$ cat config.mk
export PLATFORM = sky130hd
export DESIGN_NAME = pc_fetch_unit_flat
export DESIGN_NICKNAME = d
export VERILOG_FILES = /design/src/rtl/pc_fetch_unit_if.sv /design/src/rtl/pc_fetch_unit.sv /design/src/flat_wrapper.sv
export SDC_FILE = /design/constraint.sdc
export NUM_CORES = 1
export LEC_CHECK = 0
export ABC_CLOCK_PERIOD_IN_PS = 2200
export CAP_MARGIN = 20
export CORE_ASPECT_RATIO = 0.5
export CORE_UTILIZATION = 48
export CTS_CLUSTER_SIZE = 20
export DETAILED_ROUTE_END_ITERATION = 12
export PLACE_DENSITY = 0.84
export SLEW_MARGIN = 40
export SYNTH_ARGS = -nofsm -noshare
export SYNTH_HDL_FRONTEND = slang
export SYNTH_SLANG_ARGS = --single-unit
$ cat constraint.sdc
create_clock -name clk -period 2.2 [get_ports clk]
set_input_delay 0.22 -clock clk [delete_from_list [all_inputs] [get_ports clk]]
set_output_delay 0.22 -clock clk [all_outputs]
set_load 0.02 [all_outputs]
$ cat src/rtl/pc_fetch_unit_if.sv
// Fetch-unit bus: redirect input, instruction-memory request/ack channel and
// the fetch-to-decode queue head handshake.
interface pc_fetch_unit_if;
    logic        redirect_valid;
    logic [31:0] redirect_target;
    logic        imem_req;
    logic [31:0] imem_addr;
    logic        imem_ack;
    logic [31:0] imem_rdata;
    logic        fd_valid;
    logic        fd_ready;
    logic [31:0] fd_instr;
    logic [31:0] fd_pc;
    logic [31:0] fd_pc_plus4;

    modport master (
        input  redirect_valid, redirect_target, imem_ack, imem_rdata, fd_ready,
        output imem_req, imem_addr, fd_valid, fd_instr, fd_pc, fd_pc_plus4
    );

    modport slave (
        output redirect_valid, redirect_target, imem_ack, imem_rdata, fd_ready,
        input  imem_req, imem_addr, fd_valid, fd_instr, fd_pc, fd_pc_plus4
    );
endinterface

$ cat src/rtl/pc_fetch_unit.sv
// Program-counter fetch unit: one outstanding instruction-memory request,
// small fetch queue to decode, redirect flushes queue and in-flight data.
module pc_fetch_unit #(
    parameter logic [31:0] RESET_PC = 32'h0000_0000,
    parameter int unsigned DEPTH    = 2
) (
    input  logic               clk,
    input  logic               rst_n,
    pc_fetch_unit_if.master    bus
);
    localparam int unsigned AW = $clog2(DEPTH);
    localparam int unsigned CW = AW + 1;
    localparam logic [CW-1:0] FULL = CW'(DEPTH);

    typedef enum logic [1:0] {IDLE, FETCH, FLUSH} state_t;

    state_t        r_state;
    state_t        w_next_state;
    logic [31:0]   r_pc;
    logic [31:0]   r_req_addr;
    logic [CW-1:0] r_count;
    logic [AW-1:0] r_head;
    logic [AW-1:0] r_tail;
    logic [31:0]   r_q_instr [DEPTH];
    logic [31:0]   r_q_pc    [DEPTH];
    logic [31:0]   r_q_pc4   [DEPTH];

    logic          w_push;
    logic          w_pop;
    logic          w_load_req;
    logic [31:0]   w_req_plus4;

    assign w_req_plus4 = r_req_addr + 32'd4;

    always_comb begin
        w_next_state = r_state;
        w_push       = 1'b0;
        w_load_req   = 1'b0;
        case (r_state)
            IDLE: begin
                if (!bus.redirect_valid && (r_count < FULL)) begin
                    w_next_state = FETCH;
                    w_load_req   = 1'b1;
                end
            end
            FETCH: begin
                if (bus.redirect_valid) begin
                    w_next_state = bus.imem_ack ? IDLE : FLUSH;
                end else if (bus.imem_ack) begin
                    w_push       = 1'b1;
                    w_next_state = IDLE;
                end
            end
            FLUSH: begin
                // Wrong-path response is consumed and dropped here.
                if (bus.imem_ack) w_next_state = IDLE;
            end
            default: w_next_state = IDLE;
        endcase
    end

    assign w_pop = (r_count != '0) && bus.fd_ready && !bus.redirect_valid;

    always_ff @(posedge clk or negedge rst_n) begin
        if (!rst_n) begin
            r_state    <= IDLE;
            r_pc       <= RESET_PC;
            r_req_addr <= RESET_PC;
            r_count    <= '0;
            r_head     <= '0;
            r_tail     <= '0;
            for (int unsigned i = 0; i < DEPTH; i++) begin
                r_q_instr[i] <= '0;
                r_q_pc[i]    <= '0;
                r_q_pc4[i]   <= '0;
            end
        end else begin
            r_state <= w_next_state;
            if (w_load_req) r_req_addr <= r_pc;

            if (bus.redirect_valid) begin
                r_pc    <= bus.redirect_target;
                r_count <= '0;
                r_head  <= '0;
                r_tail  <= '0;
            end else begin
                if (w_push) begin
                    r_pc              <= w_req_plus4;
                    r_q_instr[r_tail] <= bus.imem_rdata;
                    r_q_pc[r_tail]    <= r_req_addr;
                    r_q_pc4[r_tail]   <= w_req_plus4;
                    r_tail            <= r_tail + AW'(1);
                end
                if (w_pop) r_head <= r_head + AW'(1);
                case ({w_push, w_pop})
                    2'b10:   r_count <= r_count + CW'(1);
                    2'b01:   r_count <= r_count - CW'(1);
                    default: r_count <= r_count;
                endcase
            end
        end
    end

    assign bus.imem_req    = (r_state != IDLE);
    assign bus.imem_addr   = r_req_addr;
    assign bus.fd_valid    = (r_count != '0);
    assign bus.fd_instr    = r_q_instr[r_head];
    assign bus.fd_pc       = r_q_pc[r_head];
    assign bus.fd_pc_plus4 = r_q_pc4[r_head];
endmodule

$ cat src/flat_wrapper.sv
// flat-port wrapper written by rule: the top's interface ports become plain ports
module pc_fetch_unit_flat 
#(
    parameter logic [31:0] RESET_PC = 32'h0000_0000,
    parameter int unsigned DEPTH    = 2
)
  (clk, rst_n, bus_redirect_valid, bus_redirect_target, bus_imem_ack, bus_imem_rdata, bus_fd_ready, bus_imem_req, bus_imem_addr, bus_fd_valid, bus_fd_instr, bus_fd_pc, bus_fd_pc_plus4);
  pc_fetch_unit_if bus_i ();
  input  logic clk;
  input  logic rst_n;
  input wire logic [$bits(bus_i.redirect_valid)-1:0] bus_redirect_valid;
  input wire logic [$bits(bus_i.redirect_target)-1:0] bus_redirect_target;
  input wire logic [$bits(bus_i.imem_ack)-1:0] bus_imem_ack;
  input wire logic [$bits(bus_i.imem_rdata)-1:0] bus_imem_rdata;
  input wire logic [$bits(bus_i.fd_ready)-1:0] bus_fd_ready;
  output wire logic [$bits(bus_i.imem_req)-1:0] bus_imem_req;
  output wire logic [$bits(bus_i.imem_addr)-1:0] bus_imem_addr;
  output wire logic [$bits(bus_i.fd_valid)-1:0] bus_fd_valid;
  output wire logic [$bits(bus_i.fd_instr)-1:0] bus_fd_instr;
  output wire logic [$bits(bus_i.fd_pc)-1:0] bus_fd_pc;
  output wire logic [$bits(bus_i.fd_pc_plus4)-1:0] bus_fd_pc_plus4;
  assign bus_i.redirect_valid = bus_redirect_valid;
  assign bus_i.redirect_target = bus_redirect_target;
  assign bus_i.imem_ack = bus_imem_ack;
  assign bus_i.imem_rdata = bus_imem_rdata;
  assign bus_i.fd_ready = bus_fd_ready;
  assign bus_imem_req = bus_i.imem_req;
  assign bus_imem_addr = bus_i.imem_addr;
  assign bus_fd_valid = bus_i.fd_valid;
  assign bus_fd_instr = bus_i.fd_instr;
  assign bus_fd_pc = bus_i.fd_pc;
  assign bus_fd_pc_plus4 = bus_i.fd_pc_plus4;
  pc_fetch_unit #(.RESET_PC(RESET_PC), .DEPTH(DEPTH)) u_core (.clk(clk), .rst_n(rst_n), .bus(bus_i));
endmodule
* Word level (Yosys, flattened, before mapping)
Cells that the tools add are included.
Word-level totals: register bits 262, input port bits 69, output and inout bits 130
Cells by class: add/sub/neg operators 5, magnitude comparators 4, eq/ne operators 5, multiplexer cells 32, bitwise logic cells 3, reduce and logical (&&, ||, !) cells 12
Operator list (count):
- $mux W32 | 12
- $bwmux W64 | 3
- $add A32 B3 Y32 const B | 1
- $demux W32 S1 | 1
- $mux W2 | 5
- $mux W1 | 9
- $reduce_bool A2 Y1 | 4
- $pmux W2 S3 | 1
- $eq A2 B1 Y1 const B | 2
- $eq A2 B2 Y1 const B | 2
- $ge A2 B2 Y1 const B | 2
- $logic_and A1 B1 Y1 | 4
- $not A1 Y2 | 2
- $pmux W2 S2 | 1
- $reduce_bool A3 Y1 | 1
- $add A1 B1 Y1 const B | 2
- $add A2 B1 Y2 const B | 1
- $logic_not A2 Y1 | 1
- $lt A2 B1 Y1 const B | 1
- $lt A2 B2 Y1 const B | 1
- $ne A2 B1 Y1 const B | 1
- $reduce_and A2 Y1 | 1
- $sub A2 B1 Y2 const B | 1
- $logic_not A1 Y1 | 1
- $not A1 Y1 | 1

* Logic depth before layout (Yosys ltp)
Gate-level depths: netlist of run 1.
word-level depth 6, mapped depth 7

* Worst setup path after synthesis of run 1
No wires, ideal clock.
path kind register -> register, start point register u_core.r_req_addr[2], in the netlist u_core.bus.imem_addr[2], end point register u_core.r_pc[26], library setup time 0.142 ns, arrival time 2.063 ns, path slack -0.006 ns, stages on the path, launching flop included 8, path buffers 1, clock period less this slack 2.206 ns, cell sequence dfrtp_1 -> ha_1 -> nand4_1 -> or4_1 -> buf_2 -> nor3_2 -> xnor2_1 -> o221ai_1
Between the ends: word-level cells in the longest chain between the ends 3
RTL lines:
- start: declaration | RTL line pc_fetch_unit.sv:20 | logic [31:0] r_req_addr;
- start signal: assignment | RTL line pc_fetch_unit.sv:79 | if (w_load_req) r_req_addr <= r_pc;
- $add A32 B3 Y32 | RTL line pc_fetch_unit.sv:33 | assign w_req_plus4 = r_req_addr + 32'd4;
- $mux W32 | RTL line pc_fetch_unit.sv:87 | if (w_push) begin
- $mux W32 | RTL line pc_fetch_unit.sv:81 | if (bus.redirect_valid) begin
- end signal: assignment | RTL line pc_fetch_unit.sv:82 | r_pc <= bus.redirect_target;
- end signal: assignment | RTL line pc_fetch_unit.sv:88 | r_pc <= w_req_plus4;
- end: declaration | RTL line pc_fetch_unit.sv:19 | logic [31:0] r_pc;
No other way between the ends. The select of a mux whose other input is x is not followed. A chain may end at the register's enable or synchronous reset.

* Final worst setup path of run 1
start point register u_core.r_head, end point output bus_fd_instr[12]
Between the ends: word-level cells in the longest chain between the ends 4
RTL lines:
- start: declaration | RTL line pc_fetch_unit.sv:22 | logic [AW-1:0] r_head;
- start signal: assignment | RTL line pc_fetch_unit.sv:94 | if (w_pop) r_head <= r_head + AW'(1);
- $not A1 Y2 (not written as such) | RTL line pc_fetch_unit.sv:107 | assign bus.fd_instr = r_q_instr[r_head];
- $mux W32 (not written as such) (3 in a row) | RTL line pc_fetch_unit.sv:107
- end: declaration | RTL line flat_wrapper.sv:19 | output wire logic [$bits(bus_i.fd_instr)-1:0] bus_fd_instr;
No other way between the ends. The select of a mux whose other input is x is not followed.

==> flow_summary.html, run 1 <==
<table>
<tr><th>Metric</th><th>Value</th></tr>
<tr><th colspan="2">Status</th></tr>
<tr><td>Outcome</td><td>finished, final reports clean</td></tr>
<tr><th colspan="2">Clocking</th></tr>
<tr><td>Clock net sink count</td><td>258</td></tr>
<tr><td>Max H-tree Level</td><td>1</td></tr>
<tr><td>Clock Latency Late Sink</td><td>about 530 ps</td></tr>
<tr><td>Max clock buf depth</td><td>3</td></tr>
<tr><td>Root Driver</td><td>clkbuf_16</td></tr>
<tr><td>Clock slew seen by the registers of the worst setup and hold paths</td><td>70 ps</td></tr>
<tr><td>Clock tree from TritonCTS</td><td>yes</td></tr>
<tr><td>Inserted Clock Buffers</td><td>24</td></tr>
<tr><th colspan="2">Job</th></tr>
<tr><td>Maxcap violations</td><td>0</td></tr>
<tr><th colspan="2">Yosys</th></tr>
<tr><td>Ys flop type</td><td>dfrtp_1</td></tr>
<tr><td>Simple-gate share of the synthesized area</td><td>0.145</td></tr>
<tr><td>Share of synthesized area spent on multiplexers</td><td>0.181</td></tr>
<tr><td>Adder and majority gate portion of the synthesized area</td><td>0.00108</td></tr>
<tr><td>Sequential fraction of the synthesis area</td><td>0.558</td></tr>
<tr><td>FF+latch count, synth</td><td>between 200 and 300</td></tr>
<tr><td>Mean instance size in the synthesized netlist</td><td>10.8 sq um</td></tr>
<tr><td>Synth async-reset ratio</td><td>1.00</td></tr>
<tr><td>Count leader, synth</td><td>nand2_1</td></tr>
<tr><td>Number of instances in the synthesized netlist</td><td>1072</td></tr>
<tr><td>Warnings from Yosys</td><td>0</td></tr>
<tr><td>Post-synth top area cell</td><td>dfrtp_1</td></tr>
<tr><td>Area of the mapped netlist</td><td>11600 sq um</td></tr>
<tr><td>Xor-xnor portion of the synthesized cell area</td><td>0.0219</td></tr>
<tr><td>Commonest cells post-synth</td><td>nand2_1 (291), dfrtp_1 (258), mux2_2 (183)</td></tr>
<tr><td>Area share of the largest cell type after synthesis</td><td>0.558</td></tr>
<tr><td>Post-synthesis net count</td><td>1142</td></tr>
<tr><td>Largest cells by area after synthesis</td><td>dfrtp_1 (56%), mux2_2 (18%), nand2_1 (9.4%)</td></tr>
<tr><td>Post-synth EDFFs</td><td>0</td></tr>
<tr><td>Fraction of the mapped netlist area in compound gates</td><td>0.0627</td></tr>
<tr><td>Largest family of logic cells by synthesized area</td><td>multiplexers</td></tr>
<tr><td>Number of distinct library cells after synthesis</td><td>45</td></tr>
<tr><th colspan="2">Setup path</th></tr>
<tr><td>Cell with the largest stage delay on the worst path</td><td>dfrtp_4</td></tr>
<tr><td>Required time worst endpoint</td><td>1980 ps</td></tr>
<tr><td>Family of cells with the greatest summed delay on the critical path</td><td>buffers and inverters</td></tr>
<tr><td>Worst setup SP type</td><td>flip-flop</td></tr>
<tr><td>Arrival time of data at the critical path endpoint</td><td>1950 ps</td></tr>
<tr><td>Combined buffer and inverter count along the critical path</td><td>3</td></tr>
<tr><td>Longest individual stage delay on the worst path</td><td>550 ps</td></tr>
<tr><td>Largest fanout on the critical path</td><td>12</td></tr>
<tr><td>Kind of critical path</td><td>reg -&gt; out</td></tr>
<tr><td>Category of the worst setup path capture point</td><td>output pin</td></tr>
<tr><td>List of cells traversed by the critical path</td><td>buf_12, buf_16, mux2_2, clkdlybuf4s15_2</td></tr>
<tr><th colspan="2">STA</th></tr>
<tr><td>Setup skew after layout</td><td>between 15 and 20 ps</td></tr>
<tr><td>Max Transition Viols Final</td><td>0</td></tr>
<tr><td>Final hold vios</td><td>0</td></tr>
<tr><td>Max Clk Rate</td><td>roughly 0.46 GHz</td></tr>
<tr><td>Final setup violation count</td><td>0</td></tr>
<tr><td>Slew of the pin with the lowest slew margin</td><td>634 ps</td></tr>
<tr><td>Period utilization</td><td>0.986</td></tr>
<tr><td>Final critical path time including I/O delays and setup</td><td>~2200 ps</td></tr>
<tr><td>Headroom to the max-slew limit</td><td>0.577</td></tr>
<tr><td>Setup repair after global routing missed its margin</td><td>no</td></tr>
<tr><th colspan="2">Layout</th></tr>
<tr><td>Layout Cell Area excl Fill</td><td>approximately 15000 sq um</td></tr>
<tr><td>Area of the multi-input gates</td><td>4820 sq um</td></tr>
<tr><td>Layout cell share with drive strength beyond 1</td><td>0.307</td></tr>
<tr><td>Final cell utilization of the core</td><td>0.641</td></tr>
<tr><td>Fill count</td><td>1731</td></tr>
<tr><td>Non-filler instance count after layout</td><td>1604</td></tr>
<tr><td>Final net count</td><td>1348</td></tr>
<tr><td>Relative area change from synthesis to final layout</td><td>28.6%</td></tr>
<tr><td>Seq. cell area</td><td>6460 sq um</td></tr>
<tr><th colspan="2">Global routing</th></tr>
<tr><td>Wire length of the first global-routing pass</td><td>49600 microns</td></tr>
<tr><td>Pin count of the biggest net entering global routing</td><td>70</td></tr>
<tr><td>Initial antenna violation count</td><td>0</td></tr>
<tr><td>Total global routing overflow</td><td>0</td></tr>
<tr><td>Vias in the first global route</td><td>9305</td></tr>
<tr><td>Overall Global Routing Usage</td><td>0.251</td></tr>
<tr><th colspan="2">Drt</th></tr>
<tr><td>DRC viols</td><td>0</td></tr>
<tr><td>Length of the first detailed-routing pass in iterations</td><td>5</td></tr>
<tr><td>1st-iter DRT viols</td><td>between 600 and 700</td></tr>
<tr><td>Total number of vias</td><td>8866</td></tr>
<tr><td>Detail-routed via count per cell</td><td>5.53</td></tr>
<tr><td>Drt total wl</td><td>31300 microns</td></tr>
<tr><td>Avg WL per Cell</td><td>19.5 microns</td></tr>
<tr><td>Routed Antenna Nets</td><td>0</td></tr>
<tr><th colspan="2">Floorplan</th></tr>
<tr><td>Core area</td><td>23200 sq um</td></tr>
<tr><td>Count of standard-cell rows</td><td>39</td></tr>
<tr><td>Full die area</td><td>roughly 25000 sq um</td></tr>
<tr><td>Initial Util</td><td>0.498</td></tr>
<tr><td>Die extent in x</td><td>222 microns</td></tr>
<tr><td>I/O pin cnt</td><td>199</td></tr>
<tr><td>Die height</td><td>112 microns</td></tr>
<tr><th colspan="2">Placed design</th></tr>
<tr><td>Routability congestion estimate from global placement</td><td>0.816</td></tr>
<tr><td>HPWL reported at the end of detailed placement</td><td>20000 microns</td></tr>
<tr><td>Total instance count after detailed placement</td><td>around 1500</td></tr>
<tr><td>Instance area at placement</td><td>14100 sq um</td></tr>
<tr><td>Quantity of I/O buffers inserted on ports</td><td>198</td></tr>
<tr><th colspan="2">Power</th></tr>
<tr><td>Peak supply drop</td><td>0.494 mV</td></tr>
<tr><td>Pwr/cell area</td><td>1110 nW/um^2</td></tr>
<tr><td>Leakage Power</td><td>7.05 nW</td></tr>
<tr><th colspan="2">Min path</th></tr>
<tr><td>Hold WC Path Type</td><td>in -&gt; reg</td></tr>
</table>
[stage by stage]
stage	setup WS (ps)	power, mW	setup TNS [ps]	hold slack [ps]
after floorplan	35.1	9.94	0	-75.6
after global placement	142	12.4	0	168
after detailed placement	102	12.7	0	180
after CTS	-115	16.6	-115	112
after global routing	1.61	17.3	0	139
final	30.4	16.5	0	132
[sequential cells by signal, summed over array words and instances, names as in the netlist]
| register | count |
|---|---|
| u_core.bus.imem_addr | 32 |
| u_core.r_count | 2 |
| u_core.r_head | 1 |
| u_core.r_pc | 32 |
| u_core.r_q_instr | 64 |
| u_core.r_q_pc | 62 |
| u_core.r_q_pc4 | 62 |
| u_core.r_state | 2 |
| u_core.r_tail | 1 |
[tightest hold or removal path: stages]
cell	delay, ps
buf_2	230
nand2_1	100
o21ai_0	70
[layout by cell type (no fill, tap or decap), drive strengths merged, types with 5 or more instances in the layout]
| cell type | n |
|---|---|
| nor2 | 28 |
| clkdlybuf4s15 | 13 |
| nor3b | 7 |
| a211oi | 6 |
| clkdlybuf4s50 | 100 |
| nor3 | 16 |
| xor2 | 5 |
| nand2 | 292 |
| o21ai | 86 |
| nor4 | 6 |
| inv | 6 |
| nand3 | 12 |
| a21oi | 13 |
| buf | 136 |
| nand4 | 5 |
| a21o | 6 |
| o221ai | 11 |
| xnor2 | 24 |
| mux2 | 183 |
| clkbuf | 45 |
| dfrtp | 258 |
[cell type report]
class,count,share of cell area
tap,307,0.0258
antenna,1,0.000168
inverter,6,0.00151
sequential,258,0.434
clock buffer,40,0.0526
clock inverter,4,0.00135
multi-input combinational,730,0.324
timing repair buffer,258,0.160
[path summary, 6_finish.rpt]
| path | from | to | slack (ps) | depth (start not counted) |
|---|---|---|---|---|
| min reg2reg | u_core.r_q_instr[55] | u_core.r_q_instr[55] | 470 | 2 |
| max in group asynchronous | rst_n | u_core.r_q_instr[48] | 1180 | 3 |
| max reg2reg | u_core.bus.imem_addr[2] | u_core.r_pc[22] | 100 | 7 |
| min | bus_redirect_valid | u_core.r_pc[2] | 130 | 3 |
| min in group asynchronous | rst_n | u_core.r_q_instr[23] | 210 | 2 |
| max | u_core.r_head | bus_fd_instr[12] | 30 | 4 |
[metal layers]
| metal | part of all wire | GRT usage | vias up |
|---|---|---|---|
| li1 | - | - | 4037 |
| met3 | 0.042 | 0.0351 | 60 |
| met4 | 0.027 | 0.0856 | 0 |
| met2 | 0.52 | 0.449 | 228 |
| met1 | 0.41 | 0.313 | 4541 |
| met5 | 0 | 0 | - |
[logic make-up after synthesis]
family	count (synthesis)
compound gates	127
xor+xnor	29
fa+ha+maj	1
buf+inv	84
flops	258
mux	186
simple gates	387
[where the power goes]
part           switching [mW]  total (mW)  internal, mW
Clock                    1.79        4.21          2.42
Sequential              0.805        6.84          6.04
Combinational            2.96        5.44          2.48
[repair_timing]
action	4_1_cts	5_1_grt
hold endpoints to repair	51	0
hold buffers	1	0
setup buffers	10	0
cloned	3	3
resized for setup	376	23
setup endpoints to repair	96	42
Note: power is estimated with default switching activity, not from simulation.
==> run 2, diff against run 1 <==
--- a/config.mk
+++ b/config.mk
@@ -9,6 +9,7 @@
 export CAP_MARGIN = 20
 export CORE_ASPECT_RATIO = 0.5
 export CORE_UTILIZATION = 48
+export CTS_CLUSTER_DIAMETER = 40
 export CTS_CLUSTER_SIZE = 20
 export DETAILED_ROUTE_END_ITERATION = 12
 export PLACE_DENSITY = 0.84
==> flow_summary.html, run 2 (same netlist as run 1, synthesis figures left out) <==
<table>
<tr><th>Metric</th><th>Value</th></tr>
<tr><th colspan="2">Drt</th></tr>
<tr><td>Length of the first detailed-routing pass in iterations</td><td>6 (+1)</td></tr>
<tr><td>Drt total wl</td><td>30800 microns (-1.8%)</td></tr>
<tr><td>Detail-routed via count per cell</td><td>5.57 (+0.74%)</td></tr>
<tr><td>Avg WL per Cell</td><td>19.3 microns (-1.2%)</td></tr>
<tr><td>Total number of vias</td><td>8876 (+0.11%)</td></tr>
<tr><td>DRC viols</td><td>0 (unchanged)</td></tr>
<tr><td>Routed Antenna Nets</td><td>0 (unchanged)</td></tr>
<tr><td>1st-iter DRT viols</td><td>714 (+9.8%)</td></tr>
<tr><th colspan="2">Min path</th></tr>
<tr><td>Hold WC Path Type</td><td>in -&gt; reg</td></tr>
<tr><th colspan="2">Floorplan</th></tr>
<tr><td>I/O pin cnt</td><td>199 (unchanged)</td></tr>
<tr><td>Core area</td><td>23200 sq um (unchanged)</td></tr>
<tr><td>Count of standard-cell rows</td><td>39 (unchanged)</td></tr>
<tr><td>Die extent in x</td><td>222 microns (unchanged)</td></tr>
<tr><td>Full die area</td><td>24800 sq um (unchanged)</td></tr>
<tr><td>Initial Util</td><td>0.498 (unchanged)</td></tr>
<tr><td>Die height</td><td>112 microns (unchanged)</td></tr>
<tr><th colspan="2">STA</th></tr>
<tr><td>Final hold vios</td><td>0 (unchanged)</td></tr>
<tr><td>Slew of the pin with the lowest slew margin</td><td>608 ps (-25.7 ps)</td></tr>
<tr><td>Max Transition Viols Final</td><td>0 (unchanged)</td></tr>
<tr><td>Minimum hold slack</td><td>141 ps (+9.06 ps)</td></tr>
<tr><td>Setup skew after layout</td><td>17.8 ps (+0.296 ps)</td></tr>
<tr><td>Final setup violation count</td><td>8 (+8)</td></tr>
<tr><td>Setup repair after global routing missed its margin</td><td>yes</td></tr>
<tr><td>Headroom to the max-slew limit</td><td>0.595 (+0.0171)</td></tr>
<tr><td>Period utilization</td><td>1.01 (+0.0230)</td></tr>
<tr><td>Max Clk Rate</td><td>0.450 GHz (-2.3%)</td></tr>
<tr><td>Final critical path time including I/O delays and setup</td><td>2220 ps (+50.5 ps)</td></tr>
<tr><td>Total negative setup slack</td><td>-67.4 ps (-67.4 ps)</td></tr>
<tr><td>Slack of the critical path</td><td>-20.2 ps (-50.5 ps)</td></tr>
<tr><th colspan="2">Setup path</th></tr>
<tr><td>Arrival time of data at the critical path endpoint</td><td>2000 ps (+50 ps)</td></tr>
<tr><td>Largest fanout on the critical path</td><td>12 (unchanged)</td></tr>
<tr><td>Register-to-Register Path Depth</td><td>7 (unchanged)</td></tr>
<tr><td>Kind of critical path</td><td>reg -&gt; out</td></tr>
<tr><td>Required time worst endpoint</td><td>1980 ps (about the same)</td></tr>
<tr><td>Worst setup path endpoint</td><td>bus_fd_pc_plus4[21]</td></tr>
<tr><td>Worst setup SP type</td><td>flip-flop</td></tr>
<tr><td>Worst R2R End</td><td>u_core.r_pc[28]</td></tr>
<tr><td>Register-to-Register Setup Slack</td><td>90 ps (about the same)</td></tr>
<tr><td>Launching element of the worst setup path</td><td>u_core.r_head</td></tr>
<tr><td>Worst R2R Start</td><td>u_core.bus.imem_addr[2]</td></tr>
<tr><td>Category of the worst setup path capture point</td><td>output pin</td></tr>
<tr><th colspan="2">Clocking</th></tr>
<tr><td>Clock net sink count</td><td>258 (unchanged)</td></tr>
<tr><td>Inserted Clock Buffers</td><td>22 (-8.3%)</td></tr>
<tr><td>Root Driver</td><td>clkbuf_16</td></tr>
<tr><td>Max H-tree Level</td><td>1 (unchanged)</td></tr>
<tr><td>Clock slew seen by the registers of the worst setup and hold paths</td><td>80 ps (about the same)</td></tr>
<tr><td>Max clock buf depth</td><td>3 (unchanged)</td></tr>
<tr><td>Clock tree from TritonCTS</td><td>yes</td></tr>
<tr><td>Clock Latency Late Sink</td><td>520 ps (about the same)</td></tr>
<tr><th colspan="2">Layout</th></tr>
<tr><td>Non-filler instance count after layout</td><td>1594 (-0.62%)</td></tr>
<tr><td>Largest Register</td><td>u_core.r_q_instr</td></tr>
<tr><td>Leading cell type in the layout, fill and taps excluded</td><td>nand2_1</td></tr>
<tr><td>Final net count</td><td>1341 (-0.52%)</td></tr>
<tr><td>Relative area change from synthesis to final layout</td><td>27.9%</td></tr>
<tr><td>Most used cells in the layout excluding fill and tap cells</td><td>nand2_1 (290), dfrtp_1 (256), mux2_2 (183)</td></tr>
<tr><td>Layout cell share with drive strength beyond 1</td><td>0.281 (-0.0258)</td></tr>
<tr><td>Regs by FF count</td><td>u_core.r_q_instr (64), u_core.r_q_pc4 (62), u_core.r_q_pc (62)</td></tr>
<tr><td>Diodes inserted</td><td>0 (-1)</td></tr>
<tr><td>Max FFs per register</td><td>64 (unchanged)</td></tr>
<tr><td>Layout Cell Area excl Fill</td><td>14800 sq um (-0.50%)</td></tr>
<tr><th colspan="2">Status</th></tr>
<tr><td>Outcome</td><td>finished, violations left</td></tr>
<tr><td>Violations in the final reports</td><td>setup timing</td></tr>
<tr><th colspan="2">Global routing</th></tr>
<tr><td>Overall Global Routing Usage</td><td>0.247 (-0.00367)</td></tr>
<tr><td>Wire length of the first global-routing pass</td><td>49000 microns (-1.2%)</td></tr>
<tr><td>Total global routing overflow</td><td>0 (unchanged)</td></tr>
<tr><td>Vias in the first global route</td><td>9413 (+1.2%)</td></tr>
<tr><td>Initial antenna violation count</td><td>0 (unchanged)</td></tr>
<tr><td>Pin count of the biggest net entering global routing</td><td>70 (unchanged)</td></tr>
<tr><th colspan="2">Job</th></tr>
<tr><td>Maxcap violations</td><td>0 (unchanged)</td></tr>
<tr><th colspan="2">Placed design</th></tr>
<tr><td>HPWL reported at the end of detailed placement</td><td>20000 microns (unchanged)</td></tr>
<tr><td>Quantity of I/O buffers inserted on ports</td><td>198 (unchanged)</td></tr>
<tr><td>Routability congestion estimate from global placement</td><td>0.816 (unchanged)</td></tr>
<tr><td>Total instance count after detailed placement</td><td>1545 (unchanged)</td></tr>
<tr><td>Instance area at placement</td><td>14100 sq um (unchanged)</td></tr>
<tr><th colspan="2">Power</th></tr>
<tr><td>Peak supply drop</td><td>0.537 mV (+8.6%)</td></tr>
<tr><td>Leakage Power</td><td>6.99 nW (-0.83%)</td></tr>
<tr><td>Design Power</td><td>16.2 mW (-1.6%)</td></tr>
<tr><td>Pwr/cell area</td><td>1100 nW/um^2 (-1.1%)</td></tr>
</table>
-- run 2: worst max-delay path: stages (launching register included) --
cell	delay, ps
dfrtp_4	560
buf_6	180
buf_12	120
clkbuf_16	170
mux2_2	290
buf_2	160
-- run 2: final cells by class --
class	count	area, sq um
fill	1724	8420
sequential	258	6460
multi-input combinational	730	4820
timing repair buffer	253	2390
clock buffer	28	594
tap	307	384
clock inverter	12	129
inverter	6	22.5
-- run 2: metal layers --
layer | share of wire | vias up | GRT usage | wire length, microns
met2 | 0.51 | 255 | 0.449 | 15800
met1 | 0.41 | 4519 | 0.299 | 12600
li1 | - | 4029 | - | -
met3 | 0.044 | 73 | 0.0399 | 1350
met4 | 0.034 | 0 | 0.0866 | 1040
met5 | 0 | - | 0 | 0
-- run 2: stage by stage --
step,setup slack [ps],util
after CTS,-73.2,0.636
after global placement,142,0.608
after detailed placement,102,0.608
after floorplan,35.1,-
final,-20.2,0.637
after global routing,-42.1,0.637
-- run 2: timing repair --
item / CTS / global route
hold buffers: 1 / 0
resized for setup: 252 / 33
hold endpoints to repair: 51 / 0
setup endpoints to repair: 96 / 35
gates cloned: 1 / 1
setup buffers: 5 / 1
-- run 2: where the power goes --
part           switching, mW  leakage, nW  total (mW)  internal (mW)
logic                   2.94         3.34        5.43           2.48
registers              0.808         3.31        6.84           6.03
clock network           1.88        0.343        3.97           2.10
total                   5.63         6.99        16.2           10.6
-- run 2: worst min path at each step --
stage	start	endpoint	slack (ps)	cells after the start
after global placement	rst_n	u_core.r_q_instr[21]	170	1
final	bus_redirect_valid	u_core.r_pc[2]	140	3
after CTS	bus_redirect_valid	u_core.r_pc[2]	120	3
after global routing	bus_redirect_valid	u_core.r_pc[2]	140	3
after floorplan	rst_n	u_core.bus.imem_addr[0]	-80	0
after detailed placement	rst_n	u_core.r_q_instr[21]	180	1
==> run 3, diff against run 2 <==
--- a/config.mk
+++ b/config.mk
@@ -7,12 +7,13 @@
 export LEC_CHECK = 0
 export ABC_CLOCK_PERIOD_IN_PS = 2200
 export CAP_MARGIN = 20
-export CORE_ASPECT_RATIO = 0.5
+export CORE_ASPECT_RATIO = 0.6
 export CORE_UTILIZATION = 48
 export CTS_CLUSTER_DIAMETER = 40
 export CTS_CLUSTER_SIZE = 20
 export DETAILED_ROUTE_END_ITERATION = 12
 export PLACE_DENSITY = 0.84
+export RECOVER_POWER = 50
 export SLEW_MARGIN = 40
 export SYNTH_ARGS = -nofsm -noshare
 export SYNTH_HDL_FRONTEND = slang
==> flow_summary.html, run 3 (same netlist as run 1, synthesis figures left out) <==
<table>
<tr><th>Metric</th><th>Value</th></tr>
<tr><th colspan="2">Status</th></tr>
<tr><td>Outcome</td><td>finished, final reports clean</td></tr>
<tr><th colspan="2">Setup path</th></tr>
<tr><td>Kind of critical path</td><td>reg -&gt; reg</td></tr>
<tr><td>Cell with the largest stage delay on the worst path</td><td>nor4_1</td></tr>
<tr><td>Worst setup SP type</td><td>flip-flop</td></tr>
<tr><td>Arrival time of data at the critical path endpoint</td><td>2590 ps (+590 ps)</td></tr>
<tr><td>List of cells traversed by the critical path</td><td>nor4_1, buf_12, mux2_2</td></tr>
<tr><td>Category of the worst setup path capture point</td><td>flip-flop</td></tr>
<tr><td>Largest fanout on the critical path</td><td>34 (+22)</td></tr>
<tr><td>Required time worst endpoint</td><td>2610 ps (+630 ps)</td></tr>
<tr><td>Longest individual stage delay on the worst path</td><td>890 ps (+330 ps)</td></tr>
<tr><th colspan="2">STA</th></tr>
<tr><td>Final setup violation count</td><td>0 (-8)</td></tr>
<tr><td>Total negative setup slack</td><td>0 ps (+67.4 ps)</td></tr>
<tr><td>Setup skew after layout</td><td>17.1 ps (-0.723 ps)</td></tr>
<tr><td>Headroom to the max-slew limit</td><td>0.0440 (-0.551)</td></tr>
<tr><td>Slew of the pin with the lowest slew margin</td><td>1430 ps (+826 ps)</td></tr>
<tr><td>Setup repair after global routing missed its margin</td><td>yes</td></tr>
<tr><td>Max Clk Rate</td><td>0.459 GHz (+1.9%)</td></tr>
<tr><td>Final hold vios</td><td>0 (unchanged)</td></tr>
<tr><td>Slack of the critical path</td><td>21.4 ps (+41.6 ps)</td></tr>
<tr><td>Minimum hold slack</td><td>110 ps (-30.7 ps)</td></tr>
<tr><td>Final critical path time including I/O delays and setup</td><td>2180 ps (-41.6 ps)</td></tr>
<tr><td>Period utilization</td><td>0.990 (-0.0189)</td></tr>
<tr><td>Max Transition Viols Final</td><td>0 (unchanged)</td></tr>
<tr><th colspan="2">Layout</th></tr>
<tr><td>Most used cells in the layout excluding fill and tap cells</td><td>nand2_1 (290), dfrtp_1 (256), mux2_2 (183)</td></tr>
<tr><td>Layout Cell Area excl Fill</td><td>14900 sq um (+0.93%)</td></tr>
<tr><td>Layout cell share with drive strength beyond 1</td><td>0.284 (+0.00234)</td></tr>
<tr><td>Final cell utilization of the core</td><td>0.640 (+0.00255)</td></tr>
<tr><td>Relative area change from synthesis to final layout</td><td>29.1%</td></tr>
<tr><td>Max FFs per register</td><td>64 (unchanged)</td></tr>
<tr><td>Leading cell type in the layout, fill and taps excluded</td><td>nand2_1</td></tr>
<tr><td>Final net count</td><td>1344 (+0.22%)</td></tr>
<tr><td>Fill count</td><td>1799 (+4.4%)</td></tr>
<tr><td>Regs by FF count</td><td>u_core.r_q_instr (64), u_core.r_q_pc4 (62), u_core.r_q_pc (62)</td></tr>
<tr><td>Largest Register</td><td>u_core.r_q_instr</td></tr>
<tr><td>Non-filler instance count after layout</td><td>1610 (+1.0%)</td></tr>
<tr><th colspan="2">Clocking</th></tr>
<tr><td>Root Driver</td><td>clkbuf_16</td></tr>
<tr><td>Clock tree from TritonCTS</td><td>yes</td></tr>
<tr><td>Clock slew seen by the registers of the worst setup and hold paths</td><td>80 ps (about the same)</td></tr>
<tr><td>Inserted Clock Buffers</td><td>26 (+18%)</td></tr>
<tr><td>Max clock buf depth</td><td>3 (unchanged)</td></tr>
<tr><td>Max H-tree Level</td><td>1 (unchanged)</td></tr>
<tr><td>Clock net sink count</td><td>258 (unchanged)</td></tr>
<tr><td>Clock Latency Late Sink</td><td>540 ps (+20 ps)</td></tr>
<tr><th colspan="2">Drt</th></tr>
<tr><td>Length of the first detailed-routing pass in iterations</td><td>5 (-1)</td></tr>
<tr><td>DRC viols</td><td>0 (unchanged)</td></tr>
<tr><td>Total number of vias</td><td>8754 (-1.4%)</td></tr>
<tr><td>Drt total wl</td><td>31500 microns (+2.3%)</td></tr>
<tr><td>Routed Antenna Nets</td><td>0 (unchanged)</td></tr>
<tr><td>Avg WL per Cell</td><td>19.5 microns (+1.3%)</td></tr>
<tr><td>Detail-routed via count per cell</td><td>5.44 (-2.4%)</td></tr>
<tr><td>1st-iter DRT viols</td><td>690 (-3.4%)</td></tr>
<tr><th colspan="2">Min path</th></tr>
<tr><td>Hold WC Path Type</td><td>in -&gt; reg</td></tr>
<tr><th colspan="2">Power</th></tr>
<tr><td>Peak supply drop</td><td>0.762 mV (+42%)</td></tr>
<tr><td>Pwr/cell area</td><td>1130 nW/um^2 (+3.1%)</td></tr>
<tr><td>Leakage Power</td><td>7.03 nW (+0.61%)</td></tr>
<tr><td>Design Power</td><td>16.9 mW (+4.0%)</td></tr>
<tr><th colspan="2">Global routing</th></tr>
<tr><td>Vias in the first global route</td><td>8728 (-7.3%)</td></tr>
<tr><td>Wire length of the first global-routing pass</td><td>49300 microns (+0.61%)</td></tr>
<tr><td>Total global routing overflow</td><td>0 (unchanged)</td></tr>
<tr><td>Pin count of the biggest net entering global routing</td><td>67 (-4.3%)</td></tr>
<tr><td>Initial antenna violation count</td><td>1 (+1)</td></tr>
<tr><td>Overall Global Routing Usage</td><td>0.256 (+0.00853)</td></tr>
<tr><th colspan="2">Job</th></tr>
<tr><td>Maxcap violations</td><td>0 (unchanged)</td></tr>
<tr><th colspan="2">Floorplan</th></tr>
<tr><td>Die extent in x</td><td>202 microns (-8.6%)</td></tr>
<tr><td>I/O pin cnt</td><td>199 (unchanged)</td></tr>
<tr><td>Initial Util</td><td>0.496 (-0.00262)</td></tr>
<tr><td>Full die area</td><td>24800 sq um (about the same)</td></tr>
<tr><td>Count of standard-cell rows</td><td>43 (+10%)</td></tr>
<tr><td>Core area</td><td>23300 sq um (+0.53%)</td></tr>
<tr><td>Die height</td><td>122 microns (+9.4%)</td></tr>
<tr><th colspan="2">Placed design</th></tr>
<tr><td>HPWL reported at the end of detailed placement</td><td>20000 microns (-0.32%)</td></tr>
<tr><td>Quantity of I/O buffers inserted on ports</td><td>198 (unchanged)</td></tr>
<tr><td>Instance area at placement</td><td>14100 sq um (+0.25%)</td></tr>
<tr><td>Pre-CTS setup slack</td><td>67.6 ps (-34.4 ps)</td></tr>
<tr><td>Routability congestion estimate from global placement</td><td>0.778 (-4.6%)</td></tr>
<tr><td>Total instance count after detailed placement</td><td>1553 (+0.52%)</td></tr>
</table>
## run 3: cell types whose count changed in the layout (fill, tap and decap cells not counted), sizes merged, moves of 2 or more
cell | before | now
clkinvlp | 3 | 1
buf | 94 | 81
dlygate4sd2 | 29 | 18
clkbuf | 33 | 47
inv | 10 | 14
clkdlybuf4s15 | 24 | 32
clkinv | 4 | 10
## run 3: final timing paths
check                                    from                       end  slack [ps]  cells past startpoint
max                         u_core.r_state[0]  u_core.bus.imem_addr[14]          20                      3
min                        bus_redirect_valid             u_core.r_head         110                      3
max reg2reg                 u_core.r_state[0]  u_core.bus.imem_addr[14]          20                      3
min reg2reg                u_core.r_q_pc4[21]        u_core.r_q_pc4[21]         480                      2
max in group asynchronous               rst_n             u_core.r_head         300                      3
min in group asynchronous               rst_n         u_core.r_q_pc[14]         570                      2
## run 3: report_power, final
part	switching [mW]	leakage, nW	internal (mW)	total (mW)
logic	2.95	3.28	2.45	5.40
clock network	2.11	0.446	2.57	4.67
registers	0.783	3.31	6.03	6.82
## run 3: final cells by class
| class | instances | area [sq um] | area share |
|---|---|---|---|
| timing repair buffer | 252 | 2360 | 0.158 |
| clock buffer | 27 | 676 | 0.0452 |
| multi-input combinational | 730 | 4800 | 0.321 |
| inverter | 6 | 22.5 | 0.00151 |
| clock inverter | 21 | 226 | 0.0152 |
| sequential | 258 | 6460 | 0.432 |
| antenna | 1 | 2.50 | 0.000167 |
| tap | 315 | 394 | 0.0264 |
## run 3: timing repair
item / CTS / global route
pin swaps: 0 / 2
cloned: 3 / 1
setup buffers: 3 / 0
hold endpoints to repair: 55 / 0
hold buffers: 1 / 0
setup endpoints to repair: 96 / 63
gates resized for setup: 238 / 47
## run 3: per-layer routing
| layer | GRT usage | share of wire |
|---|---|---|
| met5 | 0 | 0 |
| met4 | 0.0489 | 0.015 |
| met3 | 0.0547 | 0.072 |
| met2 | 0.382 | 0.44 |
| met1 | 0.385 | 0.47 |
## run 3: worst max-delay path, delay by kind of cell, from the launching register on
family	cells	cell delay [ps]
AND/OR/NAND/NOR	1	890
flip-flops	1	450
multiplexers	1	370
buffers and inverters	1	300
